### src/rtl/sonar_pkg.sv
// sonar_pkg: shared state encoding, default timing and data width for the sonar ranger
package sonar_pkg;
  typedef enum logic [2:0] {S_IDLE, S_TRIG, S_WAIT_RISE, S_ECHO, S_DONE, S_HOLDOFF} state_e;
  localparam int unsigned DIST_W           = 32;
  localparam int unsigned DEF_TRIG_CYC     = 500;
  localparam int unsigned DEF_CYC_PER_UNIT = 291;
  localparam int unsigned DEF_RISE_TO_CYC  = 50000;
  localparam int unsigned DEF_ECHO_TO_CYC  = 1900000;
  localparam int unsigned DEF_HOLDOFF_CYC  = 3000000;
endpackage

### src/rtl/sonar_sync.sv
// sonar_sync: two-flop synchronizer for the echo pin with rise/fall pulses on the synchronized level
module sonar_sync (
  input  logic clk,
  input  logic rst_n,
  input  logic i_echo,
  output logic o_rise,
  output logic o_fall
);
  logic r_meta, r_sync, r_prev;
  always_ff @(posedge clk or negedge rst_n)
    if (!rst_n) {r_meta, r_sync, r_prev} <= '0;
    else        {r_meta, r_sync, r_prev} <= {i_echo, r_meta, r_sync};
  assign o_rise = r_sync & ~r_prev;
  assign o_fall = ~r_sync & r_prev;
endmodule

### src/rtl/sonar_ranger.sv
// sonar_ranger: ultrasonic trigger/echo ranging FSM; define SONAR_AVG_EN for a 4-result mean distance
module sonar_ranger
  import sonar_pkg::*;
#(
  parameter int unsigned TRIG_CYC     = DEF_TRIG_CYC,
  parameter int unsigned CYC_PER_UNIT = DEF_CYC_PER_UNIT,
  parameter int unsigned RISE_TO_CYC  = DEF_RISE_TO_CYC,
  parameter int unsigned ECHO_TO_CYC  = DEF_ECHO_TO_CYC,
  parameter int unsigned HOLDOFF_CYC  = DEF_HOLDOFF_CYC
) (
  input  logic              clk,
  input  logic              rst_n,
  input  logic              trigger,
  output logic              triggerSuc,
  output logic              valid,
  output logic [DIST_W-1:0] distance,
  output logic              timeout_err,
  output logic              sr_trig,
  input  logic              sr_echo
);
  state_e r_state, w_nxt;
  logic [DIST_W-1:0] r_cnt, w_cnt_n, r_pre, w_pre_n, r_acc, w_acc_n, w_acc_inc, w_res, r_dist;
  logic r_trig, w_trig_n, r_suc, w_suc_n, r_valid, r_to, w_ok, w_to, w_rise, w_fall, w_wrap;

  sonar_sync u_sync (.clk(clk), .rst_n(rst_n), .i_echo(sr_echo), .o_rise(w_rise), .o_fall(w_fall));

  assign w_wrap    = r_pre == CYC_PER_UNIT - 1;
  assign w_acc_inc = (w_wrap && r_acc != '1) ? r_acc + 1'b1 : r_acc;

  always_comb begin
    w_nxt    = r_state;
    w_cnt_n  = r_cnt + 1'b1;
    w_pre_n  = r_pre;
    w_acc_n  = r_acc;
    w_trig_n = 1'b0;
    w_suc_n  = 1'b0;
    w_ok     = 1'b0;
    w_to     = 1'b0;
    case (r_state)
      S_IDLE: begin
        w_cnt_n = '0;
        if (trigger) begin
          w_nxt    = S_TRIG;
          w_trig_n = 1'b1;
        end
      end
      S_TRIG:
        if (r_cnt == TRIG_CYC - 1) begin
          w_nxt   = S_WAIT_RISE;
          w_cnt_n = '0;
          w_suc_n = 1'b1;
        end else w_trig_n = 1'b1;
      S_WAIT_RISE:
        if (w_rise) begin
          w_nxt   = S_ECHO;
          w_cnt_n = '0;
          w_pre_n = '0;
          w_acc_n = '0;
        end else if (r_cnt == RISE_TO_CYC - 1) begin
          w_nxt = S_DONE;
          w_to  = 1'b1;
        end
      S_ECHO: begin
        w_pre_n = w_wrap ? '0 : r_pre + 1'b1;
        w_acc_n = w_acc_inc;
        if (w_fall) begin
          w_nxt = S_DONE;
          w_ok  = 1'b1;
        end else if (r_cnt == ECHO_TO_CYC - 1) begin
          w_nxt = S_DONE;
          w_to  = 1'b1;
        end
      end
      S_DONE: begin
        w_nxt   = S_HOLDOFF;
        w_cnt_n = '0;
      end
      S_HOLDOFF:
        if (r_cnt == HOLDOFF_CYC - 1) begin
          w_nxt   = S_IDLE;
          w_cnt_n = '0;
        end
      default: w_nxt = S_IDLE;
    endcase
  end

`ifdef SONAR_AVG_EN
  localparam int unsigned SUM_W = DIST_W + 2;
  logic [DIST_W-1:0] r_win [3];
  logic              r_have;
  logic [SUM_W-1:0]  w_sum;
  assign w_sum = r_have ? SUM_W'(w_acc_inc) + SUM_W'(r_win[0]) + SUM_W'(r_win[1]) + SUM_W'(r_win[2])
                        : {w_acc_inc, 2'b00};
  assign w_res = w_sum[SUM_W-1:2];
  always_ff @(posedge clk or negedge rst_n)
    if (!rst_n) begin
      r_have <= 1'b0;
      r_win  <= '{default: '0};
    end else if (w_ok) begin
      r_have   <= 1'b1;
      r_win[0] <= w_acc_inc;
      r_win[1] <= r_have ? r_win[0] : w_acc_inc;
      r_win[2] <= r_have ? r_win[1] : w_acc_inc;
    end
`else
  assign w_res = w_acc_inc;
`endif

  always_ff @(posedge clk or negedge rst_n)
    if (!rst_n) begin
      r_state <= S_IDLE;
      r_cnt   <= '0;
      r_pre   <= '0;
      r_acc   <= '0;
      r_trig  <= 1'b0;
      r_suc   <= 1'b0;
      r_valid <= 1'b0;
      r_to    <= 1'b0;
      r_dist  <= '0;
    end else begin
      r_state <= w_nxt;
      r_cnt   <= w_cnt_n;
      r_pre   <= w_pre_n;
      r_acc   <= w_acc_n;
      r_trig  <= w_trig_n;
      r_suc   <= w_suc_n;
      r_valid <= w_ok | w_to;
      r_to    <= w_to;
      if (w_ok) r_dist <= w_res;
    end

  assign sr_trig     = r_trig;
  assign triggerSuc  = r_suc;
  assign valid       = r_valid;
  assign timeout_err = r_to;
  assign distance    = r_dist;
endmodule

### config.mk
export PLATFORM = sky130hd
export DESIGN_NAME = sonar_ranger
export DESIGN_NICKNAME = d
export VERILOG_FILES = /design/src/rtl/sonar_pkg.sv /design/src/rtl/sonar_sync.sv /design/src/rtl/sonar_ranger.sv
export SDC_FILE = /design/constraint.sdc
export NUM_CORES = 1
export LEC_CHECK = 0
export BUFFER_PORTS_ARGS = -buffer_cell sky130_fd_sc_hd__buf_2
export CORE_MARGIN = 1
export CORE_UTILIZATION = 45
export DETAILED_ROUTE_END_ITERATION = 10
export PLACE_DENSITY = 0.65
export SLEW_MARGIN = 20
export SYNTH_ARGS = -nofsm -noshare
export SYNTH_HDL_FRONTEND = slang
export SYNTH_SLANG_ARGS = --single-unit
### constraint.sdc
create_clock -name clk -period 5.5 [get_ports clk]
set_input_delay 0.55 -clock clk [delete_from_list [all_inputs] [get_ports clk]]
set_output_delay 0.55 -clock clk [all_outputs]
set_load 0.05 [all_outputs]
# Word level (Yosys, flattened, before mapping)
# Index checks and enable logic that the tools add are counted.
word_totals:
  wordCells: 72
  rom_bits: 0
  n_memories: 0
  latchBits: 0
  ram_bits: 0
  regBits: 138
classes:
  n_eq_ne: 17
  add_sub_neg: 3
  mul: 0
  n_shift: 0
  n_reduce_logical: 6
  magnitude_cmp: 0
  muxes: 29
  n_bitwise: 5
  n_div: 0
ops:
  columns: ["op", "count"]
  rows:
  - ["2-to-1 mux 32 bit", 6]
  - ["one-hot mux 32 bit (2 select lines)", 2]
  - ["one-hot mux 32 bit (4 select lines)", 1]
  - ["adder 32 x 1 -> 32 bit (second input constant)", 3]
  - ["equality test 32 x 9 -> 1 bit (second input constant)", 2]
  - ["equality test 32 x 16 -> 1 bit (second input constant)", 1]
  - ["equality test 32 x 21 -> 1 bit (second input constant)", 1]
  - ["equality test 32 x 22 -> 1 bit (second input constant)", 1]
  - ["inequality test 32 bit (second input constant)", 1]
  - ["2-to-1 mux 3 bit", 7]
  - ["one-hot mux 3 bit (6 select lines)", 1]
  - ["2-to-1 mux 1 bit", 10]
  - ["equality test 3 x 2 -> 1 bit (second input constant)", 2]
  - ["equality test 3 bit (second input constant)", 2]
  - ["inequality test 2 bit (second input constant)", 3]
  - ["inequality test 3 x 2 -> 1 bit (second input constant)", 2]
  - ["AND reduction 5 bit", 1]
  - ["one-hot mux 1 bit (2 select lines)", 2]
  - ["equality test 3 x 1 -> 1 bit (second input constant)", 1]
  - ["zero test 3 bit", 1]
  - ["AND 1 bit", 2]
  - ["inequality test 2 x 1 -> 1 bit (second input constant)", 1]
  - ["inverter 1 bit", 2]
  - ["AND reduction 2 bit", 1]
  - ["other kinds (4)", 4]

# Depth between registers and ports, before layout
depth:
  depth_word: 5
  depth_mapped: 10
  mapped_depth_nobuf: 7

# Cells and area by module
# A second synthesis with hierarchy kept.
unflattened:
  hier_cells: 836
  area_unflattened_um2: 7399.6
by_module_without_submodules:
  columns: ["mod", "area_each_um2", "cells_per_inst", "seq_area_each_um2", "n_inst"]
  rows:
  - ["sonar_ranger", 7309.5, 831, 3378.2, 1]
  - ["sonar_sync", 90.1, 5, 75.1, 1]

# Worst setup path before layout
# Ideal clock, no wire load.
synth_path:
  path_type: "register -> register"
  from: "reg r_acc[0]"
  to: "reg r_dist[24] (netlist: distance[24])"
  stages_incl_launch_ff: 9
  period_less_slack_ns: 2.151
  slack_ns: 3.349
  t_arrival_ns: 2.010
  cell_sequence: "dfrtp_1 -> ha_1 -> nand3_1 -> nor4_2 -> nand3_2 -> buf_2 -> clkbuf_1 -> o21ai_0 -> a31oi_1"
synth_via:
  elab_chain_len: 3
  word_cells_on_any_way: 4
  cone_classes: "1 x add/sub; 1 x eq/ne; 1 x mux; 1 x reduce/logical"
synth_lines:
  columns: ["element", "line_no", "text"]
  rows:
  - ["from (decl)", "sonar_ranger.sv:22", "logic [DIST_W-1:0] r_cnt, w_cnt_n, r_pre, w_pre_n, r_acc, w_acc_n, w_acc_inc, w_res, r_dist;"]
  - ["from (signal assigned)", "sonar_ranger.sv:124", "r_acc <= w_acc_n;"]
  - ["branches (longest 2 deep; another with adder 32 x 1 -> 32 bit)", null, null]
  - ["2-to-1 mux 32 bit *", "sonar_ranger.sv:28", "assign w_acc_inc = (w_wrap && r_acc != '1) ? r_acc + 1'b1 : r_acc;"]
  - ["to (signal assigned)", "sonar_ranger.sv:129", "if (w_ok) r_dist <= w_res;"]
  - ["to (decl)", "sonar_ranger.sv:22", null]
# Mark *: on every way between the ends.
# A chain may end at the register's enable or synchronous reset.

# Worst setup path after layout
layout_path:
  from: "reg r_acc[0]"
  to: "reg r_dist[14] (netlist: distance[14])"
# Same word-level chain as after synthesis.

==> results by stage <==
Yosys:
- After synthesis, the share of flip-flops with an asynchronous set or reset is 100%.
- The number of enable-type register cells in the synthesized netlist is 0.
- The number of warnings issued by yosys is 0.
- The synthesized design contains 138 register bits.
- Synthesis handed over a netlist of 900 instances.
- The number of nets in the synthesized netlist is 909.
- sky130_fd_sc_hd__dfrtp_1 takes more of the synthesized area than any other cell.
- The sequential area share after synthesis is 43.4%.
- In the synthesized netlist the dominant register cell turns out to be sky130_fd_sc_hd__dfrtp_1.
- The area share of the leading cell type in the synthesized netlist is 43.4%.
- Synthesis instantiated 61 different standard cells from the library.
- The netlist area before placement is 0.00795 sq mm.
- The per-instance average area after synthesis is 8.84 sq um.
- By area the synthesized netlist is led by sky130_fd_sc_hd__dfrtp_1 43%, sky130_fd_sc_hd__a31oi_1 4.2%, sky130_fd_sc_hd__nand3_1 4.0%.

Timing:
- The setup-violating endpoint count in the final report is 0.
- The final worst setup slack is 2.67 ns.
- The worst pin sits at a relative slew slack of 42.4%.
- On the final layout, the worst clock skew is 0.0114 ns.
- The count of pins over their slew limit is 0.
- The measured slew at the worst slew-check pin is 0.861 ns.
- Setup repair after global routing left no endpoint under its margin.
- Static timing analysis puts the maximum clock frequency at 353 MHz.
- The final hold slack is 0.141 ns.
- The number of hold-slack violations in the final timing report came to 0.
- For the finished layout, the period the worst path requires is 2.83 ns.
- The post-route clock period utilization is 51.5%.
- In the final timing run, aggregate negative setup slack is 0 ns.

Setup path:
- In this run the critical register-to-register path is launched from r_acc[0].
- The worst setup path is launched from a register.
- The element type at the critical path end is a register.
- The classification of the worst setup path is reg -> reg.
- The maximum fanout along the worst path is 26.
- In this run the worst setup path terminates at distance[14].
- In this run the worst setup path begins at r_acc[0].
- Across all register-to-register paths, the minimum setup slack is 2.67 ns.
- At the worst endpoint, the required time is 5.85 ns.
- The endpoint of the lowest-slack register-to-register path is distance[14].
- Measured in cells, the most critical reg-to-reg path has a length of 6.
- STA puts the critical path data arrival time at 3.18 ns.

Route:
- The first detailed-routing pass took 5 iterations.
- In this run the remaining antenna-violating nets after routing total 0.
- In the final routed layout, each cell accounts on average for 16.8 um.
- After detailed routing, the number of vias per cell comes to 6.10.
- For this block, the initial DRC count from the detailed router was 472.
- The routed layout has 6,946 vias.
- After detailed routing, the total wire length is 19,200 um.
- After detailed routing, the number of remaining DRC violations is 0.

GRT:
- Entering global routing, the biggest net connects 73 pins.
- The initial antenna violation count is 0.
- The wire length of the first global-routing pass is 32,600 um.
- The total overflow left after global routing is 0.
- Global routing consumed, over all layers together, 22.4% of the routing resources.
- The number of global-route vias before repair is 6,435.

Place:
- In this run the tool buffered the top-level ports with 39 buffer cells.
- The setup slack at placement is 2.65 ns.
- The congestion estimate from routability-driven global placement came to 0.815.
- The number of cells in the design after placement is 1,107.
- The placed wire-length estimate is 12,000 um.

Pwr:
- The worst-case vdd ir drop is 0.213 mV.
- The total power per unit cell area is 261 mW/mm^2.
- The leakage power figure is 3.71 nW.

Clocking:
- The clock tree from TritonCTS is yes.
- The total number of clock tree sinks is 138.
- Clock latency on the worst-skew pair, taken at its later pin, is 0.42 ns.
- The CTS buffer count is 17.
- The maximum clock insertion buffer count is 2.
- CTS placed an instance of sky130_fd_sc_hd__clkbuf_16 at the clock tree root.
- The post-cts hold buffer count is 0.
- In this run the post-CTS setup repair buffer count came out at 0.
- The H-tree depth is 4.
- After clock tree synthesis, the clock-pin slew on the worst setup and hold paths is 0.06 ns.
- The post-cts sizing count is 0.

Die:
- The core footprint is 0.0173 sq mm.
- From left edge to right edge, the die measures 135 um.
- The number of placement rows is 48.
- The number of I/O pins is 40.
- The die height is 135 um.
- For this configuration, the core starts out at a cell density of 46.0%.
- The die area is 0.0182 sq mm.

Cells and area:
- The fraction of final layout cells with drive strength greater than 1 is 12.3%.
- The repair_antennas step left the layout with diodes totalling 0.
- The net count of the finished layout is 910.
- The relative area change from synthesis to final layout is 11.8%.
- The number of standard cells in the layout, taps in and fillers out is 1,139.
- The sequential cells in the finished layout cover a total of 0.00345 sq mm.
- The multi-input combinational cells in the finished layout cover a total of 0.00412 sq mm.
- The number of filler cells placed in the layout is 1,622.

Job:
- Across the run, the number of max-cap violations was 0.

Hold path:
- In this run the worst hold path is classified as in -> async.

Outcome:
- The flow ran to the end, and the final reports show no timing, DRC or antenna violations.
-- Yosys cell counts, types with 3 or more instances --
| master | instances |
|---|---|
| sky130_fd_sc_hd__a21o_1 | 10 |
| sky130_fd_sc_hd__a21oi_1 | 23 |
| sky130_fd_sc_hd__a21oi_2 | 3 |
| sky130_fd_sc_hd__a22o_1 | 4 |
| sky130_fd_sc_hd__a31o_2 | 6 |
| sky130_fd_sc_hd__a31oi_1 | 54 |
| sky130_fd_sc_hd__a41oi_1 | 15 |
| sky130_fd_sc_hd__and2_1 | 9 |
| sky130_fd_sc_hd__and3_1 | 17 |
| sky130_fd_sc_hd__and4_1 | 13 |
| sky130_fd_sc_hd__buf_2 | 22 |
| sky130_fd_sc_hd__buf_4 | 4 |
| sky130_fd_sc_hd__clkbuf_1 | 42 |
| sky130_fd_sc_hd__dfrtp_1 | 138 |
| sky130_fd_sc_hd__ha_1 | 5 |
| sky130_fd_sc_hd__inv_1 | 21 |
| sky130_fd_sc_hd__mux2i_1 | 7 |
| sky130_fd_sc_hd__nand2_1 | 80 |
| sky130_fd_sc_hd__nand2b_1 | 4 |
| sky130_fd_sc_hd__nand3_1 | 64 |
| sky130_fd_sc_hd__nand3_2 | 4 |
| sky130_fd_sc_hd__nand3b_1 | 3 |
| sky130_fd_sc_hd__nand4_1 | 29 |
| sky130_fd_sc_hd__nand4_2 | 3 |
| sky130_fd_sc_hd__nor2_1 | 71 |
| sky130_fd_sc_hd__nor2b_1 | 7 |
| sky130_fd_sc_hd__nor3_1 | 28 |
| sky130_fd_sc_hd__nor3b_1 | 5 |
| sky130_fd_sc_hd__nor4_1 | 20 |
| sky130_fd_sc_hd__o211ai_1 | 22 |
| sky130_fd_sc_hd__o21a_1 | 3 |
| sky130_fd_sc_hd__o21ai_0 | 42 |
| sky130_fd_sc_hd__o22ai_1 | 3 |
| sky130_fd_sc_hd__o311ai_0 | 6 |
| sky130_fd_sc_hd__o31a_1 | 3 |
| sky130_fd_sc_hd__o31ai_1 | 9 |
| sky130_fd_sc_hd__or2_2 | 3 |
| sky130_fd_sc_hd__or3_1 | 20 |
| sky130_fd_sc_hd__or4_1 | 26 |
| sky130_fd_sc_hd__xnor2_1 | 22 |
| sky130_fd_sc_hd__xor2_1 | 6 |
-- cell usage in the layout (no fill, tap or decap), types with 15 or more instances in the layout --
| master | instances |
|---|---|
| sky130_fd_sc_hd__a31oi_1 | 54 |
| sky130_fd_sc_hd__nand3_1 | 64 |
| sky130_fd_sc_hd__nand2_1 | 80 |
| sky130_fd_sc_hd__o211ai_1 | 22 |
| sky130_fd_sc_hd__and3_1 | 17 |
| sky130_fd_sc_hd__nor3_1 | 28 |
| sky130_fd_sc_hd__nand4_1 | 29 |
| sky130_fd_sc_hd__nor2_1 | 70 |
| sky130_fd_sc_hd__inv_1 | 21 |
| sky130_fd_sc_hd__a21oi_1 | 22 |
| sky130_fd_sc_hd__clkbuf_16 | 17 |
| sky130_fd_sc_hd__o21ai_0 | 41 |
| sky130_fd_sc_hd__a41oi_1 | 15 |
| sky130_fd_sc_hd__xnor2_1 | 22 |
| sky130_fd_sc_hd__or4_1 | 26 |
| sky130_fd_sc_hd__buf_2 | 38 |
| sky130_fd_sc_hd__nor4_1 | 19 |
| sky130_fd_sc_hd__or3_1 | 20 |
| sky130_fd_sc_hd__dfrtp_1 | 138 |
-- how the worst min path moves through the flow --
stage | start | endpoint | cells after the start
floorplan | rst_n | distance[0] | 0
global placement | u_sync.r_meta | u_sync.r_sync | 0
detailed placement | u_sync.r_meta | u_sync.r_sync | 0
CTS | rst_n | distance[10] | 1
global route | rst_n | r_acc[10] | 1
finish | rst_n | distance[10] | 1
-- through the flow --
stage               cell area, sq um  total power [mW]  util (%)
floorplan                       7950              1.04         -
global placement                8240              1.06      47.6
detailed placement              8240              1.06      47.6
CTS                             8890              2.34      51.4
global route                    8890              2.39      51.4
finish                          8890              2.32      51.4
-- metal layers --
metal	vias up	routed length [um]	track usage, %
met5	-	0	0
met4	0	210	6.55
met3	16	606	4.13
met2	132	9000	35.9
met1	3399	9370	30.8
li1	3399	-	-
-- state kept, by name (all words and copies together) (netlist names) --
signal	count
u_sync.r_meta	1
valid	1
timeout_err	1
triggerSuc	1
r_acc	32
u_sync.r_sync	1
r_pre	32
r_cnt	32
r_state	3
sr_trig	1
u_sync.r_prev	1
distance	32
-- layout make-up --
cell class | count | area share [%]
Clock buffer | 21 | 5.18
Timing Repair Buffer | 52 | 3.36
Clock inverter | 11 | 2.17
Sequential cell | 138 | 38.9
Tap cell | 225 | 3.17
Multi-Input combinational cell | 671 | 46.4
Inverter | 21 | 0.887
-- critical path, stage by stage, from the launching register on --
cell and delay [ns]:
sky130_fd_sc_hd__dfrtp_1 0.45, sky130_fd_sc_hd__ha_1 0.23, sky130_fd_sc_hd__nand3_1 0.22, sky130_fd_sc_hd__nor4_2 0.54
sky130_fd_sc_hd__nand3_2 0.50, sky130_fd_sc_hd__or4_1 0.64, sky130_fd_sc_hd__a31oi_1 0.17
-- power breakdown --
group	total (mW)	internal, mW	switching [mW]
Combinational	0.0245	0.00271	0.0218
Sequential	1.02	1.02	0.000652
Clock	1.28	0.829	0.448
Total	2.32	1.85	0.470
-- logic make-up after synthesis --
kind of cell    synth area share, %
simple gates                   28.4
compound gates                 18.4
flops                          43.4
buf+inv                        4.94
xor+xnor                       3.08
mux                           0.881
fa+ha+maj                     0.787
(Power assumes the default switching activity.)
